==> src/rtl/risc_phase_ctrl.sv <==
// risc_phase_ctrl: eight-phase sequence controller for the RISC-Y datapath.
// It steps a 3-bit phase counter on each enabled clock. It decodes phase,
// opcode, the accumulator zero flag and the halt state into the datapath
// load/enable strobes. A HLT instruction at phase 4 freezes sequencing until
// the next reset.
//
// Ports:
//   CLK     in   system clock, rising edge
//   RST     in   synchronous active-high reset
//   ENA     in   advance enable; phase and halt state hold while low
//   OPCODE  in   opcode field from the IR output
//   ZERO    in   accumulator-is-zero flag
//   PHASE   out  current phase (registered)
//   HALTED  out  sticky halt state (registered)
//   SEL     out  address mux select: 1 = PC, 0 = IR operand
//   RD, WR  out  memory read / write
//   LD_IR, LD_AC  out  IR / AC register enables
//   LD_PC, INC_PC out  PC load (jump) / PC increment
//   DATA_E  out  AC-to-data-bus tristate enable
//   HALT    out  halt indication
// Strobe outputs are combinational decodes of the registered state.
module risc_phase_ctrl #(
    parameter int unsigned OP_W = 3,
    parameter int unsigned PH_W = 3
) (
    input  logic            CLK,
    input  logic            RST,
    input  logic            ENA,
    input  logic [OP_W-1:0] OPCODE,
    input  logic            ZERO,
    output logic [PH_W-1:0] PHASE,
    output logic            HALTED,
    output logic            SEL,
    output logic            RD,
    output logic            WR,
    output logic            LD_IR,
    output logic            LD_AC,
    output logic            LD_PC,
    output logic            INC_PC,
    output logic            DATA_E,
    output logic            HALT
);

    localparam logic [OP_W-1:0] OP_HLT = OP_W'(0);
    localparam logic [OP_W-1:0] OP_SKZ = OP_W'(1);
    localparam logic [OP_W-1:0] OP_ADD = OP_W'(2);
    localparam logic [OP_W-1:0] OP_AND = OP_W'(3);
    localparam logic [OP_W-1:0] OP_XOR = OP_W'(4);
    localparam logic [OP_W-1:0] OP_LDA = OP_W'(5);
    localparam logic [OP_W-1:0] OP_STO = OP_W'(6);
    localparam logic [OP_W-1:0] OP_JMP = OP_W'(7);

    localparam logic [PH_W-1:0] PH_INST_ADDR  = PH_W'(0);
    localparam logic [PH_W-1:0] PH_INST_FETCH = PH_W'(1);
    localparam logic [PH_W-1:0] PH_INST_LOAD  = PH_W'(2);
    localparam logic [PH_W-1:0] PH_IDLE       = PH_W'(3);
    localparam logic [PH_W-1:0] PH_OP_ADDR    = PH_W'(4);
    localparam logic [PH_W-1:0] PH_OP_FETCH   = PH_W'(5);
    localparam logic [PH_W-1:0] PH_ALU_OP     = PH_W'(6);
    localparam logic [PH_W-1:0] PH_STORE      = PH_W'(7);

    logic [PH_W-1:0] phase_nxt;
    logic            halted_nxt;
    logic [PH_W-1:0] dec_phase;
    logic            dec_halted;
    logic            is_aluop;
    logic            is_hlt;
    logic            is_skz;
    logic            is_sto;
    logic            is_jmp;

    // State register
    always_ff @(posedge CLK) begin
        if (RST) begin
            PHASE  <= '0;
            HALTED <= 1'b0;
        end else begin
            PHASE  <= phase_nxt;
            HALTED <= halted_nxt;
        end
    end

    // Next state: advance on enable unless halted; HLT at phase 4 parks here
    always_comb begin
        phase_nxt  = PHASE;
        halted_nxt = HALTED;
        if (ENA && !HALTED) begin
            if (PHASE == PH_OP_ADDR && OPCODE == OP_HLT) begin
                halted_nxt = 1'b1;
            end else begin
                phase_nxt = PHASE + PH_W'(1);
            end
        end
    end

    assign is_hlt   = (OPCODE == OP_HLT);
    assign is_skz   = (OPCODE == OP_SKZ);
    assign is_sto   = (OPCODE == OP_STO);
    assign is_jmp   = (OPCODE == OP_JMP);
    assign is_aluop = (OPCODE == OP_ADD) || (OPCODE == OP_AND) ||
                      (OPCODE == OP_XOR) || (OPCODE == OP_LDA);

    // While reset is held, decode as phase 0 even before the register clears
    assign dec_phase  = RST ? PH_INST_ADDR : PHASE;
    assign dec_halted = RST ? 1'b0 : HALTED;

    // Strobe decode; state-changing strobes are masked when stalled
    always_comb begin
        SEL    = 1'b0;
        RD     = 1'b0;
        WR     = 1'b0;
        LD_IR  = 1'b0;
        LD_AC  = 1'b0;
        LD_PC  = 1'b0;
        INC_PC = 1'b0;
        DATA_E = 1'b0;
        HALT   = 1'b0;
        case (dec_phase)
            PH_INST_ADDR: begin
                SEL = 1'b1;
            end
            PH_INST_FETCH: begin
                SEL = 1'b1;
                RD  = 1'b1;
            end
            PH_INST_LOAD, PH_IDLE: begin
                SEL   = 1'b1;
                RD    = 1'b1;
                LD_IR = 1'b1;
            end
            PH_OP_ADDR: begin
                HALT   = is_hlt || dec_halted;
                // PC bumps once on the edge entering halt, never while parked
                INC_PC = !dec_halted;
            end
            PH_OP_FETCH: begin
                RD = is_aluop;
            end
            PH_ALU_OP: begin
                RD     = is_aluop;
                INC_PC = is_skz && ZERO;
                LD_PC  = is_jmp;
                DATA_E = is_sto;
            end
            PH_STORE: begin
                RD     = is_aluop;
                LD_AC  = is_aluop;
                LD_PC  = is_jmp;
                INC_PC = is_jmp;
                DATA_E = is_sto;
                WR     = is_sto;
            end
            default: begin
                SEL = 1'b0;
            end
        endcase
        if (!ENA) begin
            LD_IR  = 1'b0;
            LD_AC  = 1'b0;
            LD_PC  = 1'b0;
            INC_PC = 1'b0;
            WR     = 1'b0;
        end
    end

endmodule

==> config.mk <==
export PLATFORM = sky130hd
export DESIGN_NAME = risc_phase_ctrl
export DESIGN_NICKNAME = d
export VERILOG_FILES = /design/src/rtl/risc_phase_ctrl.sv
export SDC_FILE = /design/constraint.sdc
export NUM_CORES = 1
export LEC_CHECK = 0
export ABC_AREA = 1
export CORE_AREA = 2 2 39 41
export DETAILED_ROUTE_END_ITERATION = 6
export DIE_AREA = 0 0 41 43
export PLACE_DENSITY = 0.62
export SLEW_MARGIN = 20
export SYNTH_ARGS = -nofsm -noshare
export SYNTH_HDL_FRONTEND = slang
export SYNTH_SLANG_ARGS = --single-unit
==> constraint.sdc <==
create_clock -name CLK -period 1.5 [get_ports CLK]
set_clock_uncertainty 0.05 [all_clocks]
set_input_delay 0.45 -clock CLK [delete_from_list [all_inputs] [get_ports CLK]]
set_output_delay 0.45 -clock CLK [all_outputs]
set_load 0.005 [all_outputs]
Word level (Yosys, flattened, before mapping)
Cells that the tools add are included.
- register bits: 4
- input port bits: 7
- $add $sub $neg: 1
- bitwise logic cells: 1
- muxes and demuxes: 16
- reductions and logical operators: 18
- eq/ne operators: 15
- operator list (kind ; number):
    == test 3 bit (second input constant) ; 9
    2-to-1 mux 1 bit ; 13
    == test 3 x 2 -> 1 bit (second input constant) ; 4
    == test 3 x 1 -> 1 bit (second input constant) ; 2
    logical NOT 3 bit ; 2
    OR reduction 3 bit ; 2
    logical OR 1 bit ; 4
    AND reduction 2 bit ; 2
    OR reduction 2 bit ; 2
    OR reduction 4 bit ; 1
    adder 3 x 1 -> 3 bit (second input constant) ; 1
    logical AND 1 bit ; 3
    2-to-1 mux 3 bit ; 1
    case mux 1 bit (3 select lines) ; 1
    logical NOT 1 bit ; 2
    case mux 1 bit (2 select lines) ; 1
    inverter 1 bit ; 1

Longest topological paths before layout
Gate-level depths: netlist of run 1.
- depth after elaboration: 6
- gate-level depth with buffers: 9

Worst setup path after synthesis of run 1
No wires, ideal clock.
- kind: in2out
- start: input RST
- end: output INC_PC
- arrival time: 0.943 ns
- required time: 1.000 ns
- stages: 7
- setup slack: 0.057 ns
- cells stage by stage: inv_2 -> nand2_2 -> nor2_4 -> nand2_1 -> nand2_1 -> nor2_1 -> nor2_1
- word-level cells in the longest chain between the ends: 4
- elaborated cells between the ends (all ways): 8
- ends and longest elaborated chain (item ; RTL line ; source):
    start, declared ; 27 ; input logic RST,
    2-to-1 mux 3 bit or 2-to-1 mux 1 bit (tied branches) ; 104, 105 ;
    == test 3 bit or logical NOT 1 bit (tied branches) ; 118, 134 ;
    case mux 1 bit (3 select lines) * ; 118 ; case (dec_phase)
    2-to-1 mux 1 bit * ; 157 ; if (!ENA) begin
    end, declared ; 39 ; output logic INC_PC,
Mark *: on every way between the ends. The rest lies on a longest branch, timed or not.

Worst setup path after layout of run 1
- start: register PHASE[2]
- end: output INC_PC
- word-level cells in the longest chain between the ends: 4
- elaborated cells between the ends (all ways): 6
- ends and longest elaborated chain (item ; RTL line ; source):
    start, declared ; 31 ; output logic [PH_W-1:0] PHASE,
    start signal, assigned ; 78 ; PHASE <= phase_nxt;
    2-to-1 mux 3 bit * ; 104 ; assign dec_phase = RST ? PH_INST_ADDR : PHASE;
    == test 3 bit ; 118 ;
    case mux 1 bit (3 select lines) * ; 118 ;
    2-to-1 mux 1 bit * ; 157 ;
Marks and branches as above.

==> flow_summary.ini, run 1 <==
[timing]
rsz_0062_raised_after_global_routing = yes
fmax_mhz = 578
finalCriticalPeriod_ns = 1.73
worst_slew_pin_slew_ns = 0.210
final.hold.worst_slack_ns = 0.425
final.setup.worst_slack_ns = -0.229
final_min_period_over_clock_period = 1.15
finalHoldViolations = 0
setup_viol = 8
max_slew_margin = 0.860
timing_max_transition_violations_final = 0

[global_routing]
first_global_vias = 572
global_route_wire_length_before_repair_mm = 2.21
grt.total_usage = 0.187
overflow = 0
grt_start_max_net_pins = 7
antenna_found_initial = 0

[power_and_ir_drop]
combinational_fraction_of_design_power = 0.398
pwr_density_cell_nw_per_um2 = 481
switching_power_w = 0.000135
sequential_power_share = 0.280
finalPower_w = 0.000429
static-leakage-power_nw = 0.433
power_switching_share = 0.315
p_int_w = 0.000294
p_clk_frac = 0.321
vdd_drop_max_mv = 0.292

[clock_network]
cts_tree = done
cts_hold_buffers = 0
cts.root.buffer_cell = sky130_fd_sc_hd__clkbuf_4
cts.htree.levels = 1
cts.sink_count = 4
cts_made_buffers = 3
clk-insertion-delay-late_ns = 0.24
path_clk_slew_ns = 0.04
cts_buffer_depth = 2

[logic_synthesis]
postSynthAreaPerCell_um2 = 6.17
synth_cells = 69
asyncSetResetFlopFracSynth = 0
netlist_area_um2 = 425
synth.area.top_cells = sky130_fd_sc_hd__dfxtp_1 (19%), sky130_fd_sc_hd__nand2_1 (12%), sky130_fd_sc_hd__nor2_1 (9.7%), sky130_fd_sc_hd__ha_1 (5.9%), sky130_fd_sc_hd__nand3_1 (5.9%)
post_synth_num_cell_types = 20
post-synth-top-area-fraction = 0.188
synth_top_cells_by_count = sky130_fd_sc_hd__nand2_1 (14), sky130_fd_sc_hd__nor2_1 (11), sky130_fd_sc_hd__inv_1 (6), sky130_fd_sc_hd__inv_2 (6), sky130_fd_sc_hd__nand3_1 (5)
synth-edff-count = 0
synth.most_common_cell = sky130_fd_sc_hd__nand2_1
ys_dominant_reg_cell = sky130_fd_sc_hd__dfxtp_1
syn-num-nets = 78
synth_top_area_cell = sky130_fd_sc_hd__dfxtp_1
sequential_element_share_of_the_synthesized_area = 0.188
synth_seq_cells = 4
synth_warnings = 0

[route]
wire_per_inst_um = 11.6
drc = 0
dr_total_vias = 622
drtIter0Drc = 4
totalWireLength_mm = 1.55
drt_pre_antenna_iters = 2
vias_per_cell = 4.68
drtAntennaViolNets = 0

[layout]
ratio_of_cells_with_drive_above_1_in_the_final_layout = 0.650
final-instance-count-excl-fill = 133
final_area_um2 = 892
num-fill-cells = 134
nets = 128
layout-area-overhead-vs-synth_pct = 110
insertedDiodeCount = 0

[die]
top_level_port_count = 20
die_w_um = 41
dieHeight_um = 43
rows = 14
initial_utilization = 0.307
design.die.area_um2 = 1760
placeableCoreArea_um2 = 1380

[setup_path]
critPathCaptureType = output port
worstPathRequired_ns = 1.00
worst-path-buf-inv = 2
cpLargestDelayFamily = simple AND/OR/NAND/NOR gates
arrival_ns = 1.23
setup.worst_path.start_class = flip-flop
crit-reg2reg-launch = PHASE[1]
rrSetupSlack_ns = 0.09
worst_path_largest_cell_delay_ns = 0.39
critical_path_s_most_frequent_cell = sky130_fd_sc_hd__nor2_1
worstPathCellList = inv_4, nor2_4, nand3_2, nor2_2, nor2_1, nor2_1, buf_2
worst_path_maximum_fanout = 5
worst_r2r_endpoint = PHASE[1]
timing.setup.critical_path_class = reg2out
ff2ff_path_depth = 10
crit_slowest_cell = sky130_fd_sc_hd__dfxtp_4

[placed_design]
detailedPlace.worstSlack_ns = -0.946
dpl_cell_area_um2 = 737
dpl.hpwl_um = 963
gpl.final_weighted_congestion = 0.857
place.port_buffers = 19
place.detailed.instances = 118

[run_status]
result_of_the_run = finished, violations left
failed_checks = setup timing

[worst_hold_path]
worst_hold_path.num_cells = 3
hold_path_end = PHASE[2]
min-delay-start = RST
hold_path_class = in2reg

[flow_run]
maxCapViolCount = 0
[power by group through the flow]
stage,Combinational (W),Clock (W),Sequential (W)
global placement,0.000127,0,0.000124
CTS,0.000153,0.000143,0.000121
detailed placement,0.000127,0,0.000124
global route,0.000183,0.000160,0.000121
finish,0.000171,0.000138,0.000120
floorplan,0.0000496,0,0.000123
[state kept, by name (all words and copies together) (netlist names)]
signal and count:
PHASE 3, HALTED 1
[logic make-up (layout without fill, tap and decap cells)]
logic type	count (synthesis)	count (layout)	synth area share
flip-flops	4	4	0.188
XOR/XNOR	1	1	0.0206
AO/OA/AOI/OAI	5	5	0.0677
AND/OR/NAND/NOR	44	44	0.532
adder cells (fa/ha/maj)	2	2	0.0588
buffers and inverters	13	61	0.132
[worst reg2reg max path, stage by stage, from the launching register on]
cell and delay, ns:
sky130_fd_sc_hd__dfxtp_4 0.35, sky130_fd_sc_hd__inv_1 0.16, sky130_fd_sc_hd__buf_4 0.14, sky130_fd_sc_hd__ha_1 0.13, sky130_fd_sc_hd__nand2_1 0.06, sky130_fd_sc_hd__inv_2 0.06
sky130_fd_sc_hd__nand3_4 0.09, sky130_fd_sc_hd__nand2_2 0.08, sky130_fd_sc_hd__inv_1 0.05, sky130_fd_sc_hd__nor2_1 0.09, sky130_fd_sc_hd__nor2_1 0.05
[repair_timing]
action / 4_1_cts / 5_1_grt
pin swaps: 13 / 5
resized for setup: 86 / 10
setup endpoints to repair: 15 / 10
setup buffers: 10 / 2
[layout make-up]
class / count / area, µm² / area share
Timing Repair Buffer: 46 / 339 / 0.380
Multi-Input combinational cell: 52 / 363 / 0.407
Inverter: 12 / 55.1 / 0.0617
Tap cell: 16 / 20.0 / 0.0224
Sequential cell: 4 / 92.6 / 0.104
Clock buffer: 3 / 22.5 / 0.0252
[cell usage in the layout, fill, tap and decap left out, drive strengths merged]
cell type and n:
buf 40, nand2 17, nor2 15, inv 12, nand3 6, dfxtp 4, clkbuf 4, nor3 3
a21oi 3, clkdlybuf4s15 3, ha 2, dlygate4sd2 2, o21ai 2, xnor2 1, nand4 1, nor4 1
nand3b 1
[worst max path at each step]
stage / startpoint / end / slack, ns / cells after the start
after floorplan: RST / INC_PC / 0.06 / 7
after global placement: RST / LD_PC / -0.96 / 7
after detailed placement: RST / INC_PC / -0.95 / 9
after CTS: PHASE[2] / INC_PC / -0.20 / 7
after global routing: PHASE[2] / INC_PC / -0.29 / 7
final: PHASE[2] / INC_PC / -0.23 / 7
[through the flow]
| step | utilization | setup TNS (ns) |
|---|---|---|
| after global placement | 0.533 | -9.12 |
| after floorplan | - | 0 |
| after global routing | 0.645 | -1.50 |
| after CTS | 0.610 | -0.944 |
| after detailed placement | 0.533 | -9.11 |
| final | 0.645 | -0.988 |
[per-layer routing]
metal  wire length, µm  vias to the layer above  track usage
met2               883                       17        0.338
met1               563                      289        0.183
met5                 0                        -            0
met4                 5                        0        0.100
met3                96                        2       0.0314
li1                  -                      314            -
(Power assumes the default switching activity.)
==> inputs of run 2 (changes only) <==
--- a/config.mk
+++ b/config.mk
@@ -9,7 +9,9 @@
 export CORE_AREA = 2 2 39 41
 export DETAILED_ROUTE_END_ITERATION = 6
 export DIE_AREA = 0 0 41 43
+export HOLD_SLACK_MARGIN = 0.08
 export PLACE_DENSITY = 0.62
+export SETUP_SLACK_MARGIN = 0.4
 export SLEW_MARGIN = 20
 export SYNTH_ARGS = -nofsm -noshare
 export SYNTH_HDL_FRONTEND = slang
==> flow_summary.ini, run 2 (same netlist as run 1, synthesis figures left out) <==
[layout]
layout.core_utilization = 0.761
insertedDiodeCount = 0
biggest_register = PHASE
layout-area-overhead-vs-synth_pct = 148
nets = 134
final_area_um2 = 1050
flip_flop_count_of_the_largest_register_all_copies_and_words_added = 3
ratio_of_cells_with_drive_above_1_in_the_final_layout = 0.758
most_common_library_cell_in_the_layout_ignoring_fill_and_taps = sky130_fd_sc_hd__buf_6
num-fill-cells = 108
layout.cells.most_common_list = sky130_fd_sc_hd__buf_6 (20), sky130_fd_sc_hd__buf_4 (18), sky130_fd_sc_hd__nand2_1 (12)
largestRegisters = PHASE (3), HALTED (1)

[run_status]
failed_checks = setup timing
result_of_the_run = finished, violations left

[placed_design]
place.port_buffers = 19
dpl.hpwl_mm = 1.13
dpl_cell_area_um2 = 865
gpl.final_weighted_congestion = 0.782

[route]
totalWireLength_mm = 1.68
drt_pre_antenna_iters = 4
drtIter0Drc = 10
vias_per_cell = 4.59
drtAntennaViolNets = 0
wire_per_inst_um = 12.0
drc = 0
dr_total_vias = 643

[global_routing]
grt.total_usage = 0.216
antenna_found_initial = 0
first_global_vias = 646
grt_start_max_net_pins = 6
overflow = 0
global_route_wire_length_before_repair_mm = 2.64

[power_and_ir_drop]
finalPower_w = 0.000505
vdd_drop_max_mv = 0.312
static-leakage-power_nw = 0.480
pwr_density_cell_nw_per_um2 = 479

[timing]
finalCriticalPeriod_ns = 1.71
final.setup.worst_slack_ns = -0.211
timing_max_transition_violations_final = 0
finalHoldViolations = 0
final_min_period_over_clock_period = 1.14
setup_viol = 9
worst_slew_pin_slew_ns = 0.295
rsz_0062_raised_after_global_routing = yes
total_negative_setup_slacks_ns = -1.48
max_slew_margin = 0.803
fmax_mhz = 584

[clock_network]
cts.sink_count = 4
clk-insertion-delay-late_ns = 0.25
cts_hold_buffers = 0
cts_tree = done
cts.htree.levels = 1
cts_buffer_depth = 2
path_clk_slew_ns = 0.04
cts_made_buffers = 3
cts.root.buffer_cell = sky130_fd_sc_hd__clkbuf_4

[setup_path]
worstPathRequired_ns = 1.00
critPathCaptureType = output port
setup.worst_path.start_class = primary input
worst_path_maximum_fanout = 4
arrival_ns = 1.21
timing.setup.critical_path_class = in2out
rrSetupSlack_ns = 0.02

[flow_run]
maxCapViolCount = 0

[die]
die_w_um = 41
dieHeight_um = 43
initial_utilization = 0.307
top_level_port_count = 20
placeableCoreArea_um2 = 1380
rows = 14
design.die.area_um2 = 1760

[worst_hold_path]
hold_path_class = in2reg
[run 2: changes by cell type in the layout (fill, tap and decap cells not counted), moves of 2 or more]
cell	before	now
sky130_fd_sc_hd__buf_6	2	20
sky130_fd_sc_hd__buf_4	25	18
sky130_fd_sc_hd__inv_1	5	2
sky130_fd_sc_hd__clkdlybuf4s15_1	2	0
sky130_fd_sc_hd__inv_2	5	7
sky130_fd_sc_hd__nor2_1	9	7
sky130_fd_sc_hd__nor2_2	3	5
[run 2: path summary, 6_finish.rpt]
path	depth (start not counted)	to	start
worst max-delay path	10	INC_PC	RST
worst min-delay path	4	PHASE[2]	RST
worst max register to register	12	PHASE[0]	PHASE[1]
worst min register to register	2	HALTED	HALTED
[run 2: metrics by stage]
step | setup slack [ns] | instances | hold WS, ns
finish | -0.211 | 140 | 0.474
global route | -0.279 | 140 | 0.491
CTS | -0.198 | 139 | 0.396
detailed placement | -1.04 | 125 | 0.468
global placement | -1.02 | 125 | 0.475
floorplan | 0.109 | 69 | 0.455
[run 2: critical path, cell delays in order]
cell	delay (ns)
sky130_fd_sc_hd__buf_8	0.10
sky130_fd_sc_hd__buf_6	0.12
sky130_fd_sc_hd__inv_12	0.06
sky130_fd_sc_hd__nand2_8	0.05
sky130_fd_sc_hd__nor2_4	0.09
sky130_fd_sc_hd__nand2_1	0.06
sky130_fd_sc_hd__nand2_1	0.06
sky130_fd_sc_hd__nor2_1	0.04
sky130_fd_sc_hd__nor2_1	0.07
sky130_fd_sc_hd__buf_2	0.11
[run 2: what timing repair did]
action,4_1_cts,5_1_grt
gates resized for setup,96,15
setup buffers,10,1
cloned,0,0
pin swaps,10,6
endpoints found under the setup margin,17,17
[run 2: cell type report]
cell class,count,area [µm²],area share
Sequential cell,4,92.6,0.0879
Multi-Input combinational cell,52,404,0.384
Clock buffer,4,26.3,0.0249
Timing Repair Buffer,52,448,0.425
Tap cell,16,20.0,0.0190
Inverter,12,62.6,0.0594
[run 2: where the power goes]
part           switching [W]  internal (W)  leakage, nW  total [W]
Combinational      0.0000970      0.000125        0.430   0.000222
Clock              0.0000614      0.000101       0.0150   0.000162
Sequential        0.00000963      0.000111       0.0353   0.000120
Total               0.000168      0.000336        0.480   0.000505
[run 2: layer usage]
layer  share of wire  up-vias  global-route usage  wire length, µm
li1                -      328                   -                -
met1            0.38      292               0.224              631
met2            0.56       21               0.406              948
met3           0.049        2              0.0314               82
met4           0.011        0              0.0600               19
met5               0        -                   0                0
==> inputs of run 3 (changes only) <==
--- a/config.mk
+++ b/config.mk
@@ -5,12 +5,11 @@
 export SDC_FILE = /design/constraint.sdc
 export NUM_CORES = 1
 export LEC_CHECK = 0
-export ABC_AREA = 1
-export CORE_AREA = 2 2 39 41
+export CORE_AREA = 4 4 41 43
 export DETAILED_ROUTE_END_ITERATION = 6
-export DIE_AREA = 0 0 41 43
+export DIE_AREA = 0 0 45 47
 export HOLD_SLACK_MARGIN = 0.08
-export PLACE_DENSITY = 0.62
+export PLACE_DENSITY = 0.59
 export SETUP_SLACK_MARGIN = 0.4
 export SLEW_MARGIN = 20
 export SYNTH_ARGS = -nofsm -noshare
==> flow_summary.ini, run 3 <==
[run_status]
failed_checks = setup timing
result_of_the_run = finished, violations left

[layout]
flip_flop_count_of_the_largest_register_all_copies_and_words_added = 3
final_area_um2 = 1070
layout.cells.most_common_list = sky130_fd_sc_hd__buf_6 (22), sky130_fd_sc_hd__buf_4 (20), sky130_fd_sc_hd__buf_2 (10)
most_common_library_cell_in_the_layout_ignoring_fill_and_taps = sky130_fd_sc_hd__buf_6
layout-area-overhead-vs-synth_pct = 170
nets = 116
biggest_register = PHASE
final-instance-count-excl-fill = 120
ratio_of_cells_with_drive_above_1_in_the_final_layout = 0.810
largestRegisters = PHASE (3), HALTED (1)
insertedDiodeCount = 0

[route]
drt_pre_antenna_iters = 4
drtIter0Drc = 4
dr_total_vias = 617
totalWireLength_mm = 1.92
drc = 0
wire_per_inst_um = 16.0
vias_per_cell = 5.14
drtAntennaViolNets = 0

[placed_design]
place.detailed.instances = 97
place.port_buffers = 19
dpl_cell_area_um2 = 762
gpl.final_weighted_congestion = 0.748
detailedPlace.worstSlack_ns = -1.04
dpl.hpwl_mm = 1.03

[logic_synthesis]
synth_cells = 50
netlist_area_um2 = 394
post-synth-top-area-fraction = 0.203
synth_seq_cells = 4
synth_warnings = 0
sequential_element_share_of_the_synthesized_area = 0.203
post_synth_num_cell_types = 29
synth_top_cells_by_count = sky130_fd_sc_hd__dfxtp_1 (4), sky130_fd_sc_hd__inv_1 (4)
asyncSetResetFlopFracSynth = 0
ys_dominant_reg_cell = sky130_fd_sc_hd__dfxtp_1
synth_top_area_cell = sky130_fd_sc_hd__dfxtp_1
syn-num-nets = 59
synth.area.top_cells = sky130_fd_sc_hd__dfxtp_1 (20%), sky130_fd_sc_hd__ha_1 (6.3%), sky130_fd_sc_hd__nor4b_4 (6.0%), sky130_fd_sc_hd__nand3_1 (3.8%), sky130_fd_sc_hd__nor3_1 (3.8%)
synth-edff-count = 0
postSynthAreaPerCell_um2 = 7.88

[setup_path]
cp-startpoint = PHASE[1]
cp-endpoint = WR
worstPathRequired_ns = 1.00
worst_r2r_endpoint = PHASE[0]
crit_slowest_cell = sky130_fd_sc_hd__dfxtp_4
worst_path_maximum_fanout = 4
setup.worst_path.start_class = flip-flop
worstPathCellList = and3b_2, nand3_4, buf_6, nor3_4, buf_2
worst_path_largest_cell_delay_ns = 0.36
critPathCaptureType = output port
timing.setup.critical_path_class = reg2out
crit-reg2reg-launch = PHASE[1]
arrival_ns = 1.28
rrSetupSlack_ns = -0.19
ff2ff_path_depth = 9

[timing]
worst_slew_pin_slew_ns = 0.261
timing_max_transition_violations_final = 0
fmax_mhz = 561
finalHoldViolations = 0
final.setup.worst_slack_ns = -0.283
finalCriticalPeriod_ns = 1.78
setup_viol = 15
max_slew_margin = 0.825
rsz_0062_raised_after_global_routing = yes
final_min_period_over_clock_period = 1.19
total_negative_setup_slacks_ns = -2.66

[power_and_ir_drop]
pwr_density_cell_nw_per_um2 = 741
vdd_drop_max_mv = 0.515
finalPower_w = 0.000790
static-leakage-power_nw = 0.479

[global_routing]
first_global_vias = 587
antenna_found_initial = 0
grt.total_usage = 0.170
overflow = 0
global_route_wire_length_before_repair_mm = 2.56
grt_start_max_net_pins = 8

[clock_network]
cts_tree = done
clk-insertion-delay-late_ns = 0.24
path_clk_slew_ns = 0.04
cts_made_buffers = 3
cts.htree.levels = 1
cts.sink_count = 4
cts_hold_buffers = 0
cts.root.buffer_cell = sky130_fd_sc_hd__clkbuf_4
cts_buffer_depth = 2

[die]
design.die.area_um2 = 2120
dieHeight_um = 47
rows = 13
top_level_port_count = 20
initial_utilization = 0.303
die_w_um = 45
placeableCoreArea_um2 = 1300

[worst_hold_path]
hold_path_class = in2reg

[flow_run]
maxCapViolCount = 0
==> run 3: cells by family after synthesis <==
logic type,share of synthesized area
buf+inv,0.0730
flops,0.203
fa+ha+maj,0.0635
mux,0.0254
simple gates,0.521
compound gates,0.0921
xor+xnor,0.0222
==> run 3: worst min-delay path by stage <==
stage | start | to | slack (ns) | depth (start not counted)
after floorplan | HALTED | HALTED | 0.47 | 2
after global placement | HALTED | HALTED | 0.58 | 3
after detailed placement | PHASE[2] | HALTED | 0.58 | 3
after CTS | RST | HALTED | 0.47 | 3
after global routing | RST | HALTED | 0.49 | 3
final | RST | HALTED | 0.48 | 3
==> run 3: power breakdown <==
| group | internal [W] | leakage, nW | switching, W |
|---|---|---|---|
| Clock | 0.0000898 | 0.0138 | 0.0000489 |
| Sequential | 0.000131 | 0.0350 | 0.0000278 |
| Combinational | 0.000297 | 0.430 | 0.000196 |
==> run 3: worst max-delay path, delay by kind of cell, from the launching register on <==
kind	cells	cell delay [ns]
and+or+nand+nor	3	0.42
DFF	1	0.36
buffers and inverters	2	0.26
==> run 3: cell type report <==
class / count / area [µm²]
sequential: 4 / 90.1
tap: 15 / 18.8
clock buffer: 3 / 22.5
multi-input combinational: 39 / 420
fill: 77 / 235
timing repair buffer: 55 / 492
inverter: 4 / 22.5
==> run 3: repair_timing <==
| action | in CTS | in global routing |
|---|---|---|
| endpoints found under the hold margin | 0 | 0 |
| setup endpoints to repair | 17 | 17 |
| gates resized for setup | 113 | 14 |
| pin swaps | 14 | 8 |
| setup buffers | 15 | 5 |
==> run 3: metrics by stage <==
stage,utilization,hold WS [ns]
CTS,0.738,0.469
global route,0.819,0.493
finish,0.819,0.481
global placement,0.586,0.583
detailed placement,0.586,0.584
floorplan,-,0.467
==> run 3: metal layers <==
layer  global-route usage  wire length [µm]  vias to the layer above
li1                     -                 -                      302
met1                0.215               844                      293
met2                0.280               949                       20
met3               0.0690               106                        2
met4               0.0175                16                        0
met5                    0                 0                        -
